File: config.mk
export PLATFORM = sky130hd
export DESIGN_NAME = holdem_dealer_ctrl
export DESIGN_NICKNAME = d
export VERILOG_FILES = /design/src/rtl/holdem_dealer_ctrl.sv
export SDC_FILE = /design/constraint.sdc
export NUM_CORES = 1
export LEC_CHECK = 0
export ABC_AREA = 1
export CAP_MARGIN = 20
export CORE_ASPECT_RATIO = 0.7
export CORE_UTILIZATION = 50
export DETAILED_ROUTE_END_ITERATION = 10
export GPL_TIMING_DRIVEN = 0
export PLACE_DENSITY = 0.78
export RECOVER_POWER = 50
export SETUP_SLACK_MARGIN = 0.15
export SLEW_MARGIN = 10
export SYNTH_ARGS = -nofsm -noshare
export SYNTH_HDL_FRONTEND = slang
export SYNTH_SLANG_ARGS = --single-unit
export TNS_END_PERCENT = 10
File: constraint.sdc
create_clock -name clk -period 5.15 [get_ports clk]
set_input_delay 0.7725 -clock clk [delete_from_list [all_inputs] [get_ports clk]]
set_output_delay 0.7725 -clock clk [all_outputs]
set_load 0.01 [all_outputs]
File: src/rtl/holdem_dealer_ctrl.sv
// Hold'em dealer: shuffle, hole cards round-robin from (button+1), then burn+board per advance request.
// Latency: start_hand -> start_shuffle next cycle; one card per cycle once deck is ready; no backpressure on card output.

package holdem_pkg;
    typedef logic [5:0] card_t;
endpackage

module holdem_dealer_ctrl
    import holdem_pkg::*;
#(
    parameter int MAX_PLAYERS = 9,
    parameter int PW          = 4
) (
    input  logic          clk,
    input  logic          reset,
    input  logic          start_hand,
    input  logic          advance,
    input  logic [PW-1:0] num_players,
    input  logic [PW-1:0] button,
    input  card_t         deck_top_card,
    input  logic          deck_ready,
    output logic          deck_start_shuffle,
    output logic          deck_draw_card,
    output logic          card_valid,
    output card_t         card_out,
    output logic          card_to_board,
    output logic [PW-1:0] card_dest,
    output logic          card_slot,
    output logic [2:0]    street,
    output logic          busy,
    output logic          hand_done
);

    typedef enum logic [3:0] {
        IDLE,
        SHUF_ISSUE,
        SHUF_WAIT,
        HOLE,
        WAIT_FLOP,
        BURN,
        BOARD,
        WAIT_TURN,
        WAIT_RIVER,
        DONE
    } state_t;

    localparam logic [PW-1:0] MIN_NP = PW'(2);
    localparam logic [PW-1:0] MAX_NP = PW'(MAX_PLAYERS);

    state_t        state;
    state_t        state_nxt;
    logic [PW-1:0] np;
    logic [PW-1:0] btn;
    logic [PW-1:0] seat;
    logic [PW:0]   hole_idx;
    logic [2:0]    bslot;

    logic [PW-1:0] np_clamp;
    logic [PW-1:0] btn_sel;
    logic [PW-1:0] first_seat;
    logic [PW-1:0] seat_next;
    logic [PW:0]   two_np_m1;
    logic          last_hole;
    logic          start_accept;

    always_comb begin
        if (num_players < MIN_NP)
            np_clamp = MIN_NP;
        else if (num_players > MAX_NP)
            np_clamp = MAX_NP;
        else
            np_clamp = num_players;
    end

    assign btn_sel      = (button < np_clamp) ? button : '0;
    assign first_seat   = (btn == np - PW'(1)) ? '0 : btn + PW'(1);
    assign seat_next    = (seat == np - PW'(1)) ? '0 : seat + PW'(1);
    assign two_np_m1    = {np, 1'b0} - (PW+1)'(1);
    assign last_hole    = (hole_idx == two_np_m1);
    // start_hand is honoured in every non-busy state; it outranks advance in the waits.
    assign start_accept = start_hand &&
                          (state inside {IDLE, DONE, WAIT_FLOP, WAIT_TURN, WAIT_RIVER});

    always_ff @(posedge clk) begin
        if (reset)
            state <= IDLE;
        else
            state <= state_nxt;
    end

    always_comb begin
        state_nxt = state;
        case (state)
            IDLE, DONE: begin
                if (start_hand) state_nxt = SHUF_ISSUE;
            end
            WAIT_FLOP, WAIT_TURN, WAIT_RIVER: begin
                if (start_hand)   state_nxt = SHUF_ISSUE;
                else if (advance) state_nxt = BURN;
            end
            SHUF_ISSUE: state_nxt = SHUF_WAIT;
            SHUF_WAIT:  if (deck_ready) state_nxt = HOLE;
            HOLE:       if (last_hole) state_nxt = WAIT_FLOP;
            BURN:       state_nxt = BOARD;
            BOARD: begin
                case (bslot)
                    3'd2:    state_nxt = WAIT_TURN;
                    3'd3:    state_nxt = WAIT_RIVER;
                    3'd4:    state_nxt = DONE;
                    default: state_nxt = BOARD;
                endcase
            end
            default: state_nxt = IDLE;
        endcase
    end

    always_ff @(posedge clk) begin
        if (reset) begin
            np        <= '0;
            btn       <= '0;
            seat      <= '0;
            hole_idx  <= '0;
            bslot     <= '0;
            street    <= '0;
            hand_done <= 1'b0;
        end else begin
            if (start_accept) begin
                np        <= np_clamp;
                btn       <= btn_sel;
                bslot     <= '0;
                street    <= '0;
                hand_done <= 1'b0;
            end
            if (state == SHUF_WAIT && deck_ready) begin
                seat     <= first_seat;
                hole_idx <= '0;
            end
            if (state == HOLE) begin
                seat     <= seat_next;
                hole_idx <= hole_idx + (PW+1)'(1);
                if (last_hole) street <= 3'd1;
            end
            // bslot persists across the waits so it doubles as the street progress marker.
            if (state == BOARD) begin
                bslot <= bslot + 3'd1;
                case (bslot)
                    3'd2: street <= 3'd2;
                    3'd3: street <= 3'd3;
                    3'd4: begin
                        street    <= 3'd4;
                        hand_done <= 1'b1;
                    end
                    default: ;
                endcase
            end
        end
    end

    always_comb begin
        deck_start_shuffle = 1'b0;
        deck_draw_card     = 1'b0;
        card_valid         = 1'b0;
        card_out           = '0;
        card_to_board      = 1'b0;
        card_dest          = '0;
        card_slot          = 1'b0;
        busy               = 1'b0;
        case (state)
            SHUF_ISSUE: begin
                deck_start_shuffle = 1'b1;
                busy               = 1'b1;
            end
            SHUF_WAIT: busy = 1'b1;
            HOLE: begin
                busy           = 1'b1;
                deck_draw_card = 1'b1;
                card_valid     = 1'b1;
                card_out       = deck_top_card;
                card_dest      = seat;
                card_slot      = (hole_idx >= {1'b0, np});
            end
            BURN: begin
                busy           = 1'b1;
                deck_draw_card = 1'b1;
            end
            BOARD: begin
                busy           = 1'b1;
                deck_draw_card = 1'b1;
                card_valid     = 1'b1;
                card_out       = deck_top_card;
                card_to_board  = 1'b1;
                card_dest      = PW'(bslot);
            end
            default: ;
        endcase
    end

endmodule

# After elaboration in Yosys (flattened, before gate mapping)
# Cells that the tools add are included.
# W data, S select, Z words.
# word_totals
register_bits,28
word_cells,83
out_inout_bits,20
# op_classes
n_eq_ne,19
add_sub_neg,6
n_mux,34
reduce_logical,12
order_cmp,4
# ops
op,count
$mux W4,12
$pmux W4 S7,1
$mux W3,6
$eq A4 B3 Y1 const B,4
$pmux W4 S3,1
$mux W5,2
$mux W1,9
$pmux W3 S3,1
$add A4 B1 Y4 const B,2
$eq A4 B2 Y1 const B,2
$eq A4 B4 Y1,2
$eq A4 B4 Y1 const B,2
$pmux W4 S2,1
$eq A3 B2 Y1 const B,2
$mux W6,1
$ne A2 B2 Y1 const B,3
$reduce_or A3 Y1,2
$add A5 B1 Y5 const B,1
$eq A5 B5 Y1,1
$ge A5 B4 Y1,1
$reduce_bool A5 Y1,1
$reduce_or A5 Y1,1
$sub A5 B1 Y5 const B,1
$eq A4 B1 Y1 const B,1
other kinds (12),15

# Depth between registers and ports, before layout
# logic_depth
word_depth,8
depth_mapped,14
depth_no_buf,14

# Worst setup path before layout
# Ideal clock, no wire load.
# synth_path
kind,register to output
from,reg np[0]
to,out card_slot
arrival_ns,1.218
stages_incl_launch_ff,8
setup_slack_ns,3.160
required_time_ns,4.378
n_path_buf,0
cell_sequence,dfxtp_1 -> ha_1 -> inv_1 -> nand2_1 -> a21oi_1 -> o21bai_1 -> a211oi_1 -> nor2_1
# synth_between
elab_chain_cells,2
# synth_lines
item,line_no,source
start: declaration,52,logic [PW-1:0] np;
start signal: assignment,128,np <= np_clamp;
$ge A5 B4 Y1,180,"card_slot = (hole_idx >= {1'b0, np});"
$mux W1,168,case (state)
end: declaration,28,"output logic card_slot,"
# Every way passes these cells.

# Worst setup path after layout
# Same ends and word-level chain as after synthesis.

==> results by group <==
Status
  – Status: finished clean

CTS
  – Postcts setup bufs: 0
  – Post-cts hold buffer count: 0
  – PostCTS Resize Cnt: 0
  – CTS H-tree lvls: 1
  – CTS Buffer Depth: 2
  – CTS Root Cell: clkbuf_8
  – Clock transition at path regs: 0.10 ns
  – Clock sink count: 28
  – Worst skew pair latency: 0.28 ns
  – Num CTS Buffers: 3
  – CTS tree: done

Die
  – Chip Height: 56.7 um
  – Chip width: 80.2 um
  – Initial Utilization: 53.2%
  – Die area: 4550 um^2
  – Boundary pin count: 39
  – Core box area: 4020 um^2
  – Placement Rows: 19

Critical path
  – Critical path endpoint category: primary output
  – Critical path class: flip-flop to primary output
  – RR Endpoint: state[3]
  – Reg2reg path depth: 10
  – FF-to-FF Start: np[0]
  – CP Cell Sequence: ha_1 -> inv_1 -> nand2_1 -> a21oi_1 -> o21bai_1 -> a211oi_1 -> nor2_1 -> clkdlybuf4s50_1
  – CP max FO: 7
  – Setup crit start kind: flip-flop
  – Worst EP arrival: 2.12 ns
  – Max stage delay on crit path: 0.52 ns
  – Required time of the critical path: 4.38 ns
  – Worst-case register-to-register setup slack: 3.05 ns
  – Slowest CP cell: dfxtp_1

Worst hold path
  – Hold Crit Depth: 2
  – Worst hold-check path type: flip-flop to flip-flop
  – End point of the worst hold path: hand_done
  – Worst hold start: hand_done

Cells and area
  – Antenna cell count: 0
  – Commonest non-fill, non-tap cell in the layout: nand2_1
  – Most frequent cells in the layout: 81 x nand2_1, 54 x inv_1, 42 x nor2_1, 31 x clkdlybuf4s50_1, 30 x nand3_1
  – NumNets Final: 412
  – Layout cells sized above 1: 8.75%
  – P&R area growth vs syn: 23.3%

Timing
  – RSZ-0062 raised after global routing: no
  – Min Tclk post-route: 2.89 ns
  – Max_slew headroom: 62.0%
  – Setup ws final: 2.26 ns
  – Worst hold slack: 0.470 ns
  – Final period utilization: 56.1%
  – Fmax: 346 MHz
  – Final Setup Violations: 0
  – Clock Skews: 0.00489 ns
  – Setup TNS: 0 ns
  – Final hold violation count: 0
  – Max Slew Vio Count: 0
  – Worst Max-Slew Pin Slew: 0.569 ns

Route
  – WL final: 5730 um
  – Post-route ant nets: 0
  – DRT iter0 DRCs: 177
  – DR pass1 iterations: 6
  – Routed len/inst: 13.4 um
  – Vias per cell: 5.34
  – Remaining DRCs: 0
  – Vias: 2290

Synthesis
  – Syn nets: 369
  – Synthesized area: 2140 um^2
  – FF+latch count, synth: 28
  – Yosys cell types: 29
  – Mean Syn Cell Area: 6.38 um^2
  – Ys Warns: 0
  – Sequential element share of the synthesized area: 26.2%
  – Synth Instances: 335

Pwr
  – P per Cell Area: 449 nW/um^2
  – Lkg Pwr: 1.26 nW
  – Maximum vdd drop: 0.259 mV

Global route
  – Global-route wire length before repair: 9480 um
  – Largest net degree at the start of global routing: 17
  – Initial antenna violation count: 0
  – All-Layer GR Usage: 27.2%
  – Vias in the first global route: 2015
  – Grt ovf: 0

Place
  – Setup WS pre-CTS: 2.45 ns
  – Final Wtd Congestion: 0.864
  – Final HPWL DP: 4540 um
  – Number of port buffers: 38

Job
  – Max Cap Violations: 0
metal layers:
layer / routed length, um / up-vias / part of all wire [%] / GRT usage (%)
met3: 369 / 18 / 6.4 / 5.53
met2: 2310 / 73 / 40 / 40.2
li1: - / 1151 / - / -
met1: 2970 / 1048 / 52 / 41.3
met5: 0 / - / 0 / 0
met4: 85 / 0 / 1.5 / 3.06
sequential cells by signal, summed over array words and instances (netlist names):
name       count
bslot          3
btn            4
hand_done      1
hole_idx       5
np             4
seat           4
state          4
street         3
kinds of logic after synthesis:
group / Yosys count / synth area share (%)
AOI/OAI and AO/OA: 55 / 15.5
and+or+nand+nor: 171 / 35.3
DFF: 28 / 26.2
buffers and inverters: 61 / 12.2
adders and majority gates: 15 / 8.78
xor gates and xnor gates: 5 / 2.05
cell usage after synthesis:
| library cell | number | area share, % |
|---|---|---|
| nand2_1 | 81 | 14 |
| inv_1 | 52 | 9.1 |
| nor2_1 | 40 | 7.0 |
| nand3_1 | 30 | 7.0 |
| a21oi_1 | 29 | 6.8 |
| dfxtp_1 | 28 | 26 |
| ha_1 | 15 | 8.8 |
| o21ai_0 | 7 | 1.6 |
| nor2_2 | 6 | 1.8 |
| o21ai_2 | 6 | 2.5 |
| nand2_2 | 5 | 1.5 |
| xor2_1 | 5 | 2.0 |
| a21oi_2 | 4 | 1.6 |
| inv_2 | 4 | 0.70 |
| a211oi_1 | 3 | 1.1 |
| o22ai_1 | 3 | 0.88 |
| a22oi_1 | 2 | 0.70 |
| buf_8 | 2 | 1.4 |
| nand3b_1 | 2 | 0.70 |
| nand4_1 | 2 | 0.59 |
| buf_2 | 1 | 0.23 |
| buf_6 | 1 | 0.53 |
| clkbuf_1 | 1 | 0.18 |
| nand3_2 | 1 | 0.47 |
| nor2_4 | 1 | 0.53 |
| nor2_8 | 1 | 0.94 |
| o21bai_1 | 1 | 0.35 |
| or2_0 | 1 | 0.29 |
| or2_2 | 1 | 0.29 |
through the flow:
| step | util [%] | power, mW | instances | instance area [um^2] |
|---|---|---|---|---|
| 2_1_floorplan | - | 0.819 | 335 | 2140 |
| 3_3_place_gp | 64.3 | 0.990 | 425 | 2580 |
| 3_5_place_dp | 64.3 | 1.01 | 425 | 2580 |
| 4_1_cts | 66.1 | 1.19 | 429 | 2660 |
| 5_1_grt | 65.6 | 1.28 | 429 | 2640 |
| 6_report | 65.6 | 1.18 | 429 | 2640 |
final cells by class:
class | count | area [um^2]
Clock buffer | 3 | 41.3
Inverter | 56 | 210
Sequential cell | 28 | 561
Timing Repair Buffer | 38 | 380
Tap cell | 52 | 65.1
Fill cell | 391 | 1380
Multi-Input combinational cell | 246 | 1300
Clock inverter | 1 | 30.0
Buffer | 5 | 50.0
worst max-delay path: cells and delay by family (launching register included):
kind            cells  cell delay [ns]
buf+inv             2             0.54
flops               1             0.52
compound gates      3             0.39
fa+ha+maj           1             0.29
simple gates        2             0.11
where the power goes:
part           leakage [nW]  internal [mW]  switching [mW]  total, mW
Clock                0.0357          0.104          0.0691      0.173
Combinational         0.991          0.258           0.412      0.670
Sequential            0.228          0.266          0.0729      0.339
Total                  1.26          0.628           0.554       1.18
worst max-delay path by stage:
stage                     slack, ns             start     endpoint
after global routing           2.12          state[0]         busy
after detailed placement       2.45  deck_top_card[4]  card_out[4]
after global placement         2.48  deck_top_card[4]  card_out[4]
after floorplan                3.16             np[0]    card_slot
final                          2.26             np[0]    card_slot
after CTS                      2.23             np[0]    card_slot
Note: power is estimated with default switching activity, not from simulation.
